$ cat config.mk
export PLATFORM = sky130hd
export DESIGN_NAME = leaf_bft_port
export DESIGN_NICKNAME = d
export VERILOG_FILES = /design/src/rtl/bft_pkg.sv /design/src/rtl/bft_rx_fifo.sv /design/src/rtl/leaf_bft_port.sv
export SDC_FILE = /design/constraint.sdc
export NUM_CORES = 1
export LEC_CHECK = 0
export BUFFER_PORTS_ARGS = -buffer_cell sky130_fd_sc_hd__buf_2
export CAP_MARGIN = 30
export CORE_MARGIN = 2
export CORE_UTILIZATION = 50
export CTS_CLUSTER_SIZE = 30
export DETAILED_ROUTE_END_ITERATION = 8
export PLACE_DENSITY = 0.76
export SLEW_MARGIN = 25
export SYNTH_ARGS = -nofsm -noshare
export SYNTH_HDL_FRONTEND = slang
export SYNTH_HIERARCHICAL = 1
export SYNTH_SLANG_ARGS = --single-unit
$ cat constraint.sdc
create_clock -name clk -period 5.7 [get_ports clk]
set_clock_uncertainty 0.05 [all_clocks]
set_input_delay 1.14 -clock clk [delete_from_list [all_inputs] [get_ports clk]]
set_output_delay 1.14 -clock clk [all_outputs]
set_load 0.005 [all_outputs]
$ cat src/rtl/bft_pkg.sv
// Shared link-packet definitions for the BFT leaf port.
package bft_pkg;

    localparam int unsigned PKT_W     = 49;
    localparam int unsigned BODY_W    = PKT_W - 1;
    localparam int unsigned VALID_BIT = 48;
    localparam int unsigned ADDR_MSB  = 47;
    localparam int unsigned ADDR_LSB  = 43;
    localparam int unsigned PORT_MSB  = 42;
    localparam int unsigned PORT_LSB  = 39;
    localparam int unsigned TAG_MSB   = 38;
    localparam int unsigned TAG_LSB   = 32;
    localparam int unsigned DATA_MSB  = 31;
    localparam int unsigned DATA_LSB  = 0;

    localparam int unsigned ADDR_W = ADDR_MSB - ADDR_LSB + 1;
    localparam int unsigned PORT_W = PORT_MSB - PORT_LSB + 1;
    localparam int unsigned TAG_W  = TAG_MSB - TAG_LSB + 1;
    localparam int unsigned DATA_W = DATA_MSB - DATA_LSB + 1;

    // Packet contents below the valid bit
    typedef struct packed {
        logic [ADDR_W-1:0] addr;
        logic [PORT_W-1:0] port;
        logic [TAG_W-1:0]  tag;
        logic [DATA_W-1:0] data;
    } pkt_body_t;

    // Full link word as seen on the wire
    typedef struct packed {
        logic      valid;
        pkt_body_t body;
    } pkt_t;

    // Build a valid link word from header fields and payload
    function automatic logic [PKT_W-1:0] pack_pkt(
        input logic [ADDR_W-1:0] addr,
        input logic [PORT_W-1:0] port,
        input logic [TAG_W-1:0]  tag,
        input logic [DATA_W-1:0] data
    );
        pkt_t p;
        p.valid     = 1'b1;
        p.body.addr = addr;
        p.body.port = port;
        p.body.tag  = tag;
        p.body.data = data;
        return p;
    endfunction

    // Split a stored packet body back into its fields
    function automatic pkt_body_t unpack_body(input logic [BODY_W-1:0] w);
        return pkt_body_t'(w);
    endfunction

endpackage

$ cat src/rtl/bft_rx_fifo.sv
// Synchronous first-word-fall-through FIFO; caller qualifies push, a full FIFO may push when popping.
module bft_rx_fifo #(
    parameter int unsigned DEPTH = 8,
    parameter int unsigned W     = 48
) (
    input  logic                   clk,
    input  logic                   reset_n,
    input  logic                   push_i,
    input  logic [W-1:0]           data_i,
    input  logic                   pop_i,
    output logic                   valid_o,
    output logic [W-1:0]           data_o,
    output logic [$clog2(DEPTH):0] count_o
);

    localparam int unsigned AW = $clog2(DEPTH);
    localparam int unsigned CW = AW + 1;

    logic [W-1:0]  mem_q [DEPTH];
    logic [AW-1:0] rd_ptr_q, rd_ptr_d;
    logic [AW-1:0] wr_ptr_q, wr_ptr_d;
    logic [CW-1:0] count_q, count_d;
    logic          valid_q, valid_d;
    logic          pop_eff;

    // Pointer, occupancy and head-valid next state; popping an empty FIFO is ignored
    always_comb begin
        pop_eff  = pop_i && valid_q;
        rd_ptr_d = rd_ptr_q;
        wr_ptr_d = wr_ptr_q;
        if (pop_eff) rd_ptr_d = rd_ptr_q + AW'(1);
        if (push_i)  wr_ptr_d = wr_ptr_q + AW'(1);
        count_d = count_q + CW'(push_i) - CW'(pop_eff);
        valid_d = (count_d != '0);
    end

    // Control registers
    always_ff @(posedge clk or negedge reset_n) begin
        if (!reset_n) begin
            rd_ptr_q <= '0;
            wr_ptr_q <= '0;
            count_q  <= '0;
            valid_q  <= 1'b0;
        end else begin
            rd_ptr_q <= rd_ptr_d;
            wr_ptr_q <= wr_ptr_d;
            count_q  <= count_d;
            valid_q  <= valid_d;
        end
    end

    // Storage; when full with a pop, the write lands in the slot being read out this edge
    always_ff @(posedge clk) begin
        if (push_i) mem_q[wr_ptr_q] <= data_i;
    end

    assign data_o  = mem_q[rd_ptr_q];
    assign valid_o = valid_q;
    assign count_o = count_q;

endmodule

$ cat src/rtl/leaf_bft_port.sv
// BFT-side endpoint for one leaf slot: TX packet formatting, RX buffering with resend, ap_start.
module leaf_bft_port
    import bft_pkg::*;
#(
    parameter int unsigned RX_DEPTH = 8,
    parameter int unsigned CNT_W    = 16
) (
    input  logic                      clk,
    input  logic                      reset_n,
    output logic [PKT_W-1:0]          din_leaf_bft2interface,
    input  logic [PKT_W-1:0]          dout_leaf_interface2bft,
    output logic                      resend,
    output logic                      ap_start,
    input  logic                      start_req,
    input  logic                      stop_req,
    input  logic                      tx_valid,
    output logic                      tx_ready,
    input  logic [ADDR_W-1:0]         tx_addr,
    input  logic [PORT_W-1:0]         tx_port,
    input  logic [TAG_W-1:0]          tx_tag,
    input  logic [DATA_W-1:0]         tx_data,
    output logic                      rx_valid,
    input  logic                      rx_ready,
    output logic [ADDR_W-1:0]         rx_addr,
    output logic [PORT_W-1:0]         rx_port,
    output logic [TAG_W-1:0]          rx_tag,
    output logic [DATA_W-1:0]         rx_data,
    output logic [$clog2(RX_DEPTH):0] rx_count,
    output logic [CNT_W-1:0]          rx_drop_cnt,
    output logic [CNT_W-1:0]          tx_pkt_cnt
);

    localparam int unsigned CW = $clog2(RX_DEPTH) + 1;

    logic [PKT_W-1:0]  din_q, din_d;
    logic              resend_q, resend_d;
    logic              ap_start_q, ap_start_d;
    logic [CNT_W-1:0]  tx_cnt_q, tx_cnt_d;
    logic [CNT_W-1:0]  drop_cnt_q, drop_cnt_d;

    logic              pop;
    logic              arrival;
    logic              accept;
    logic [BODY_W-1:0] head;
    pkt_body_t         head_f;

    // Next state for TX register, accept/resend decision, ap_start and counters
    always_comb begin
        din_d      = '0;
        tx_cnt_d   = tx_cnt_q;
        resend_d   = 1'b0;
        drop_cnt_d = drop_cnt_q;
        ap_start_d = ap_start_q;

        pop     = rx_ready && rx_valid;
        arrival = dout_leaf_interface2bft[VALID_BIT];
        // A pop on the same edge frees the slot before the arrival is judged
        accept  = arrival && ((rx_count < CW'(RX_DEPTH)) || pop);

        if (tx_valid) begin
            din_d = pack_pkt(tx_addr, tx_port, tx_tag, tx_data);
            if (tx_cnt_q != '1) tx_cnt_d = tx_cnt_q + CNT_W'(1);
        end

        if (arrival && !accept) begin
            resend_d = 1'b1;
            if (drop_cnt_q != '1) drop_cnt_d = drop_cnt_q + CNT_W'(1);
        end

        if (stop_req)       ap_start_d = 1'b0;
        else if (start_req) ap_start_d = 1'b1;
    end

    // State registers; reset abandons any packet in flight on the link
    always_ff @(posedge clk or negedge reset_n) begin
        if (!reset_n) begin
            din_q      <= '0;
            resend_q   <= 1'b0;
            ap_start_q <= 1'b0;
            tx_cnt_q   <= '0;
            drop_cnt_q <= '0;
        end else begin
            din_q      <= din_d;
            resend_q   <= resend_d;
            ap_start_q <= ap_start_d;
            tx_cnt_q   <= tx_cnt_d;
            drop_cnt_q <= drop_cnt_d;
        end
    end

    // Only the body is stored; every buffered word is valid by construction
    bft_rx_fifo #(
        .DEPTH (RX_DEPTH),
        .W     (BODY_W)
    ) u_rx_fifo (
        .clk     (clk),
        .reset_n (reset_n),
        .push_i  (accept),
        .data_i  (dout_leaf_interface2bft[BODY_W-1:0]),
        .pop_i   (pop),
        .valid_o (rx_valid),
        .data_o  (head),
        .count_o (rx_count)
    );

    assign head_f = unpack_body(head);
    assign rx_addr = head_f.addr;
    assign rx_port = head_f.port;
    assign rx_tag  = head_f.tag;
    assign rx_data = head_f.data;

    assign din_leaf_bft2interface = din_q;
    assign resend                 = resend_q;
    assign ap_start               = ap_start_q;
    assign tx_ready               = 1'b1;
    assign tx_pkt_cnt             = tx_cnt_q;
    assign rx_drop_cnt            = drop_cnt_q;

endmodule

==> results of run 1 <==
==> path summary, 6_finish.rpt <==
check / end / from / cells after the start
max: rx_tag[0] / u_rx_fifo/rd_ptr_q[1]$_DFFE_PN0P_ / 4
min: ap_start$_DFFE_PN0P_ / ap_start$_DFFE_PN0P_ / 2
max reg2reg: u_rx_fifo/mem_q[3][43]$_DFFE_PP_ / u_rx_fifo/valid_o$_DFF_PN0_ / 5
min reg2reg: ap_start$_DFFE_PN0P_ / ap_start$_DFFE_PN0P_ / 2
max in group asynchronous: tx_pkt_cnt[6]$_DFFE_PN0P_ / reset_n / 2
min in group asynchronous: din_leaf_bft2interface[43]$_DFF_PN0_ / reset_n / 1
==> sequential cells by signal, indices dropped and copies added (netlist names) <==
name                    cells
tx_pkt_cnt                 16
rx_drop_cnt                16
ap_start                    1
u_rx_fifo/mem_q           384
u_rx_fifo/valid_o           1
resend                      1
u_rx_fifo/count_o           4
u_rx_fifo/rd_ptr_q          3
din_leaf_bft2interface     49
u_rx_fifo/wr_ptr_q          3
==> routing by layer <==
layer	track usage	routed length [um]	vias to the layer above
li1	-	-	4014
met1	0.248	15000	4650
met2	0.330	18200	300
met3	0.0518	2230	55
met4	0.0483	672	8
met5	0	54	-
==> per-stage QoR <==
stage	instances	power [uW]
after floorplan	869	6420
after global placement	1559	7340
after detailed placement	1559	7390
after CTS	1646	10400
after global routing	1650	10800
final	1651	10300
==> where the power goes <==
part / internal [uW] / switching [uW] / total [uW] / leakage, uW
Combinational: 1490 / 1220 / 2710 / 0.00272
Sequential: 4230 / 333 / 4560 / 0.00468
Clock: 1740 / 1250 / 2990 / 0.000737
Total: 7460 / 2810 / 10300 / 0.00814
==> final cells by class <==
cell class                      count  area [um^2]  share of cell area
Sequential cell                   478        13900               0.638
Timing Repair Buffer              259         1440              0.0662
Tap cell                          468          586              0.0269
Inverter                           12         45.0             0.00207
Clock inverter                     25          228              0.0105
Clock buffer                       62         1290              0.0592
Antenna cell                        2         5.00            0.000230
Multi-Input combinational cell    345         4280               0.196
==> cell usage in the layout, fill, tap and decap left out, types with 4 or more instances in the layout <==
cell type     n
xor2_1       18
xnor2_1      13
mux2_4       31
clkbuf_1     11
mux4_2       96
nand3_1      12
clkbuf_16    49
nor3_1       12
inv_1        12
nand4_1      11
edfxtp_1    384
clkinv_2     10
ha_1          8
nor4_1        4
nor2_4        6
clkinvlp_4    4
dfrtp_1      91
nand2_1      18
and2_1       48
clkinv_1      4
buf_2       237
mux2_2       21
nor2_1        9
buf_4        16
buf_12        4
==> worst max-delay path: stages, from the launching register on <==
cell	delay, ns
dfrtp_4	0.80
buf_4	0.54
mux4_2	0.40
mux2_4	0.29
buf_2	0.13
==> logic make-up (layout without fill, tap and decap cells) <==
kind of cell / Yosys count / after routing / share of synthesized area
flops: 478 / 478 / 0.757
mux: 149 / 149 / 0.157
simple gates: 143 / 143 / 0.0461
buf+inv: 46 / 358 / 0.0133
xor+xnor: 31 / 31 / 0.0148
compound gates: 12 / 12 / 0.00512
fa+ha+maj: 9 / 9 / 0.00655
other cells: 1 / 3 / 0.000205
==> summary.md, run 1 <==
| Metric | Value |
|---|---|
| # IOs | 240 |
| Via count | roughly 9,000 |
| Top cells by area, synth | edfxtp_1, dfrtp_1, mux4_2 |
| Ys async rst share | 0.197 |
| Total core area | between 0.03 and 0.04 mm^2 |
| Detailed Place HPWL | 22,400 um |
| CP required | 4.51 ns |
| Post-CTS Setup Bufs | 0 |
| Die ar. | 0.0382 mm^2 |
| Final Hold Viols | 0 |
| Crit Path Class | reg -> out |
| Clk root buf | clkbuf_16 |
| Largest net degree at the start of global routing | just under 60 |
| Tot GR Track Use | 0.193 |
| Sequential area share after synthesis | 0.757 |
| Max cap viols | 0 |
| Starting density of the core | 0.504 |
| Setup WS pre-CTS | 1.67 ns |
| Clock Path Buffers | 3 |
| Area growth syn-to-layout | 18.7% |
| Detailed Route WL | roughly 36,000 um |
| Top-count cell post-synth | edfxtp_1 |
| Antenna Nets Post-Route | 0 |
| DP Area | 0.0202 mm^2 |
| Flops & latches, synth | 478 |
| Gr ovfl total | 0 |
| Pwr Density | 472 mW/mm^2 |
| Fmax achieved | roughly 0.25 GHz |
| Nets@finish | 1,256 |
| Avg Cell Area, Syn | between 20 and 25 um^2 |
| Pleak | 0.00814 uW |
| Antenna violations before repair | 6 |
| TritonRoute pass-1 iters | 4 |
| Run status | finished clean |
| Die width | approximately 200 um |
| Worst Slack Setup Final | 1.73 ns |
| I/O Buffers | 238 |
| Worst-path clk slew | 0.06 ns |
| Vias in the first global route | 9,671 |
| Slew @ Worst Pin | 0.954 ns |
| Clock period minus worst slack | between 3 and 4 ns |
| Max VDD drop | 0.259 mV |
| Critical Path Start Type | register |
| Synth area leader | edfxtp_1 |
| TritonCTS clock tree | done |
| Global-route wire length before repair | 55,800 um |
| WHS | 0.437 ns |
| Final core occ | 0.599 |
| Post-route DRC | 0 |
| Post-synth top area share | 0.629 |
| # fillers | 2,617 |
| Final Instance Area | 0.0218 mm^2 |
| Mean number of vias per cell | 5.47 |
| Post-synthesis instance total | 869 |
| Row cnt | 70 |
| Synth Net Count | 981 |
| Routed wire per std cell | 21.9 um |
| TNS Setup | 0 ns |
| Final Setup Violations | 0 |
| Initial drt markers | 487 |
| Share of cells above drive strength 1 | 0.423 |
| Top cells by count, synth | edfxtp_1, mux4_2, dfrtp_1, and2_1, mux2_4 |
| H-tree lvl count | 2 |
| Hold_buf cts | 0 |
| Max Transition Viols Final | 0 |
| CTS Buf Count | between 40 and 50 |
| EDFF count, synth | 384 |
| Setup repair after global routing missed its margin | no |
| Synth Flop Type | edfxtp_1 |
| Hold Path Class | reg -> reg |
| CTS sink count | 478 |
| Clk_lat worst skew | around 0.55 ns |
| Yosys warnings | 6 |
| PostCTS Resize Cnt | 0 |
| Critical path arrival | 2.78 ns |
| Worst R2R Setup Slack | 2.50 ns |
| Netlist cell types | 47 |
| Relative slew slack | 0.362 |
| GP Congestion | 0.803 |
| Synth Cell Area | 0.0183 mm^2 |
| Fin crit share | 0.696 |
| Crit-path max FO | 39 |
| Crit path capture type | primary output |
| Die height | 196 um |
(Power assumes the default switching activity.)
==> run 2: changes to the inputs <==
PLACE_DENSITY = 0.78   (was 0.76)
clock period = 3.65 ns   (was 5.7 ns; I/O delays follow)
==> run 2 against run 1 <==
Compared with the run above: first-iteration DRC count down 12%; sequential power rose by 54%; critical path type unchanged; count of clock-buffer cells in the layout is 2 lower; global-route usage up 0.54 points; cell count hardly changed; critical endpoint is now rx_tag[1]; design area grew 0.76%; worst setup slack worse by 1.5 ns; wire length grew 1.4%; hold slack got worse by 0.38 ns.
==> summary.md, run 2 (synthesis gave the netlist of run 1 again) <==
| Metric | Value |
|---|---|
| TritonRoute pass-1 iters | 4 (unchanged) |
| Vias in the first global route | 9,710 (+0.40%) |
| Gr ovfl total | 0 (unchanged) |
| WHS | 0.0590 ns (-0.378 ns) |
| Post-route DRC | 0 (unchanged) |
| TNS Setup | 0 ns (unchanged) |
| # IOs | 240 (unchanged) |
| Commonest non-fill, non-tap cell in the layout | edfxtp_1 |
| Hold Path Class | in -> async |
| Clock Path Buffers | 3 (unchanged) |
| Detailed Route WL | 36,700 um (+1.4%) |
| Final Setup Violations | 0 (unchanged) |
| Worst reg2reg path depth | 12 (+7) |
| Fmax achieved | 0.290 GHz |
| Max cap viols | 0 (unchanged) |
| Run status | finished clean |
| Relative slew slack | 0.463 (+0.100) |
| Max VDD drop | 0.508 mV (+96%) |
| Final core occ | 0.603 (+0.00454) |
| Reg with most FFs | u_rx_fifo/mem_q |
| CTS sink count | 478 (unchanged) |
| CTS Buf Count | 48 (unchanged) |
| Crit Path Class | reg -> out |
| Via count | 9,085 (+0.64%) |
| Detailed Place HPWL | 20,800 um (-7.1%) |
| Antenna violations before repair | 3 (-3) |
| Total core area | 0.0363 mm^2 (unchanged) |
| Clk root buf | clkbuf_16 |
| Tot GR Track Use | 0.198 (+0.00535) |
| H-tree lvl count | 2 (unchanged) |
| Die width | 196 um (unchanged) |
| Routed wire per std cell | 22.3 um (+1.5%) |
| Share of cells above drive strength 1 | 0.420 (-0.00303) |
| Mean number of vias per cell | 5.51 (+0.70%) |
| Antenna Nets Post-Route | 0 (unchanged) |
| Max FFs per register | 384 (unchanged) |
| Initial drt markers | 429 (-12%) |
| Largest net degree at the start of global routing | 59 (unchanged) |
| I/O Buffers | 238 (unchanged) |
| Global-route wire length before repair | 56,400 um (+1.1%) |
| Critical Path Start Type | register |
| Starting density of the core | 0.504 (unchanged) |
| Final Hold Viols | 0 (unchanged) |
| Pleak | 0.00818 uW (+0.48%) |
| Die ar. | 0.0382 mm^2 (unchanged) |
| Critical path arrival | 2.67 ns (-0.11 ns) |
| Final Instance Area | 0.0219 mm^2 (+0.76%) |
| Row cnt | 70 (unchanged) |
| Slew @ Worst Pin | 0.806 ns (-0.148 ns) |
| CP required | 2.87 ns (-1.64 ns) |
| Setup repair after global routing missed its margin | no |
| Nets@finish | 1,253 (-0.24%) |
| Reg2reg start | u_rx_fifo/valid_o$_DFF_PN0_ |
| PostCTS Resize Cnt | 0 (unchanged) |
| Area growth syn-to-layout | 19.6% |
| TritonCTS clock tree | done |
| Commonest non-fill, non-tap cells in the layout | edfxtp_1, buf_2, mux4_2 |
| Fin crit share | 0.946 |
| DP Area | 0.0203 mm^2 (+0.61%) |
| GP Congestion | 0.773 (-3.7%) |
| Critical Path Source | u_rx_fifo/rd_ptr_q[0]$_DFFE_PN0P_ |
| Crit-path max FO | 38 (-2.6%) |
| Worst-path clk slew | 0.06 ns (about the same) |
| Clk_lat worst skew | 0.58 ns (+0.03 ns) |
| Worst R2R Setup Slack | 1.27 ns (-1.23 ns) |
| Clock period minus worst slack | between 3 and 4 ns |
| Crit path capture type | primary output |
| Die height | 196 um (unchanged) |
| Post-CTS Setup Bufs | 0 (unchanged) |
| Hold_buf cts | 0 (unchanged) |
| Worst R2R End | u_rx_fifo/valid_o$_DFF_PN0_ |
| Max Transition Viols Final | 0 (unchanged) |
| Pwr Density | 750 mW/mm^2 (+59%) |
[run 2: layer usage]
metal | GRT usage | vias up | wire length (um)
met5 | 0 | - | 27
met4 | 0.0616 | 4 | 720
met3 | 0.0534 | 52 | 2770
met2 | 0.333 | 341 | 18500
met1 | 0.255 | 4678 | 14700
li1 | - | 4010 | -
[run 2: how the worst max path moves through the flow]
| stage | to | slack (ns) | depth (start not counted) |
|---|---|---|---|
| after detailed placement | rx_tag[1] | 0.74 | 4 |
| after global routing | rx_addr[1] | 0.03 | 4 |
| after CTS | rx_addr[1] | 0.1 | 4 |
| after global placement | rx_tag[6] | 0.76 | 4 |
| final | rx_tag[1] | 0.20 | 4 |
| after floorplan | u_rx_fifo/mem_q[7][0]$_DFFE_PP_ | -0.47 | 4 |
[run 2: worst max-delay path, stage by stage, from the launching register on]
cell and delay, ns:
dfrtp_4 0.73, buf_12 0.37, mux4_2 0.56, mux2_4 0.29, buf_2 0.13
[run 2: cell type report]
type                            count  area [um^2]
Multi-Input combinational cell    345         4280
Antenna cell                        2         5.00
Tap cell                          468          586
Clock buffer                       60         1250
Timing Repair Buffer              256         1490
Clock inverter                     29          388
Inverter                           12         45.0
Sequential cell                   478        13900
Fill cell                        2565        14400
[run 2: per-stage QoR]
step / total power (uW) / setup WS [ns] / instances
4_1_cts: 16700 / 0.0992 / 1648
3_5_place_dp: 11600 / 0.743 / 1559
2_1_floorplan: 10000 / -0.473 / 869
3_3_place_gp: 11500 / 0.762 / 1559
6_report: 16500 / 0.198 / 1650
5_1_grt: 17200 / 0.0267 / 1649
[run 2: report_power, final]
| part | internal (uW) | total (uW) | leakage [uW] | switching [uW] |
|---|---|---|---|---|
| Combinational | 2390 | 4390 | 0.00272 | 2000 |
| Sequential | 6600 | 7030 | 0.00468 | 424 |
| Clock | 3010 | 5040 | 0.000776 | 2020 |
| Total | 12000 | 16500 | 0.00818 | 4450 |
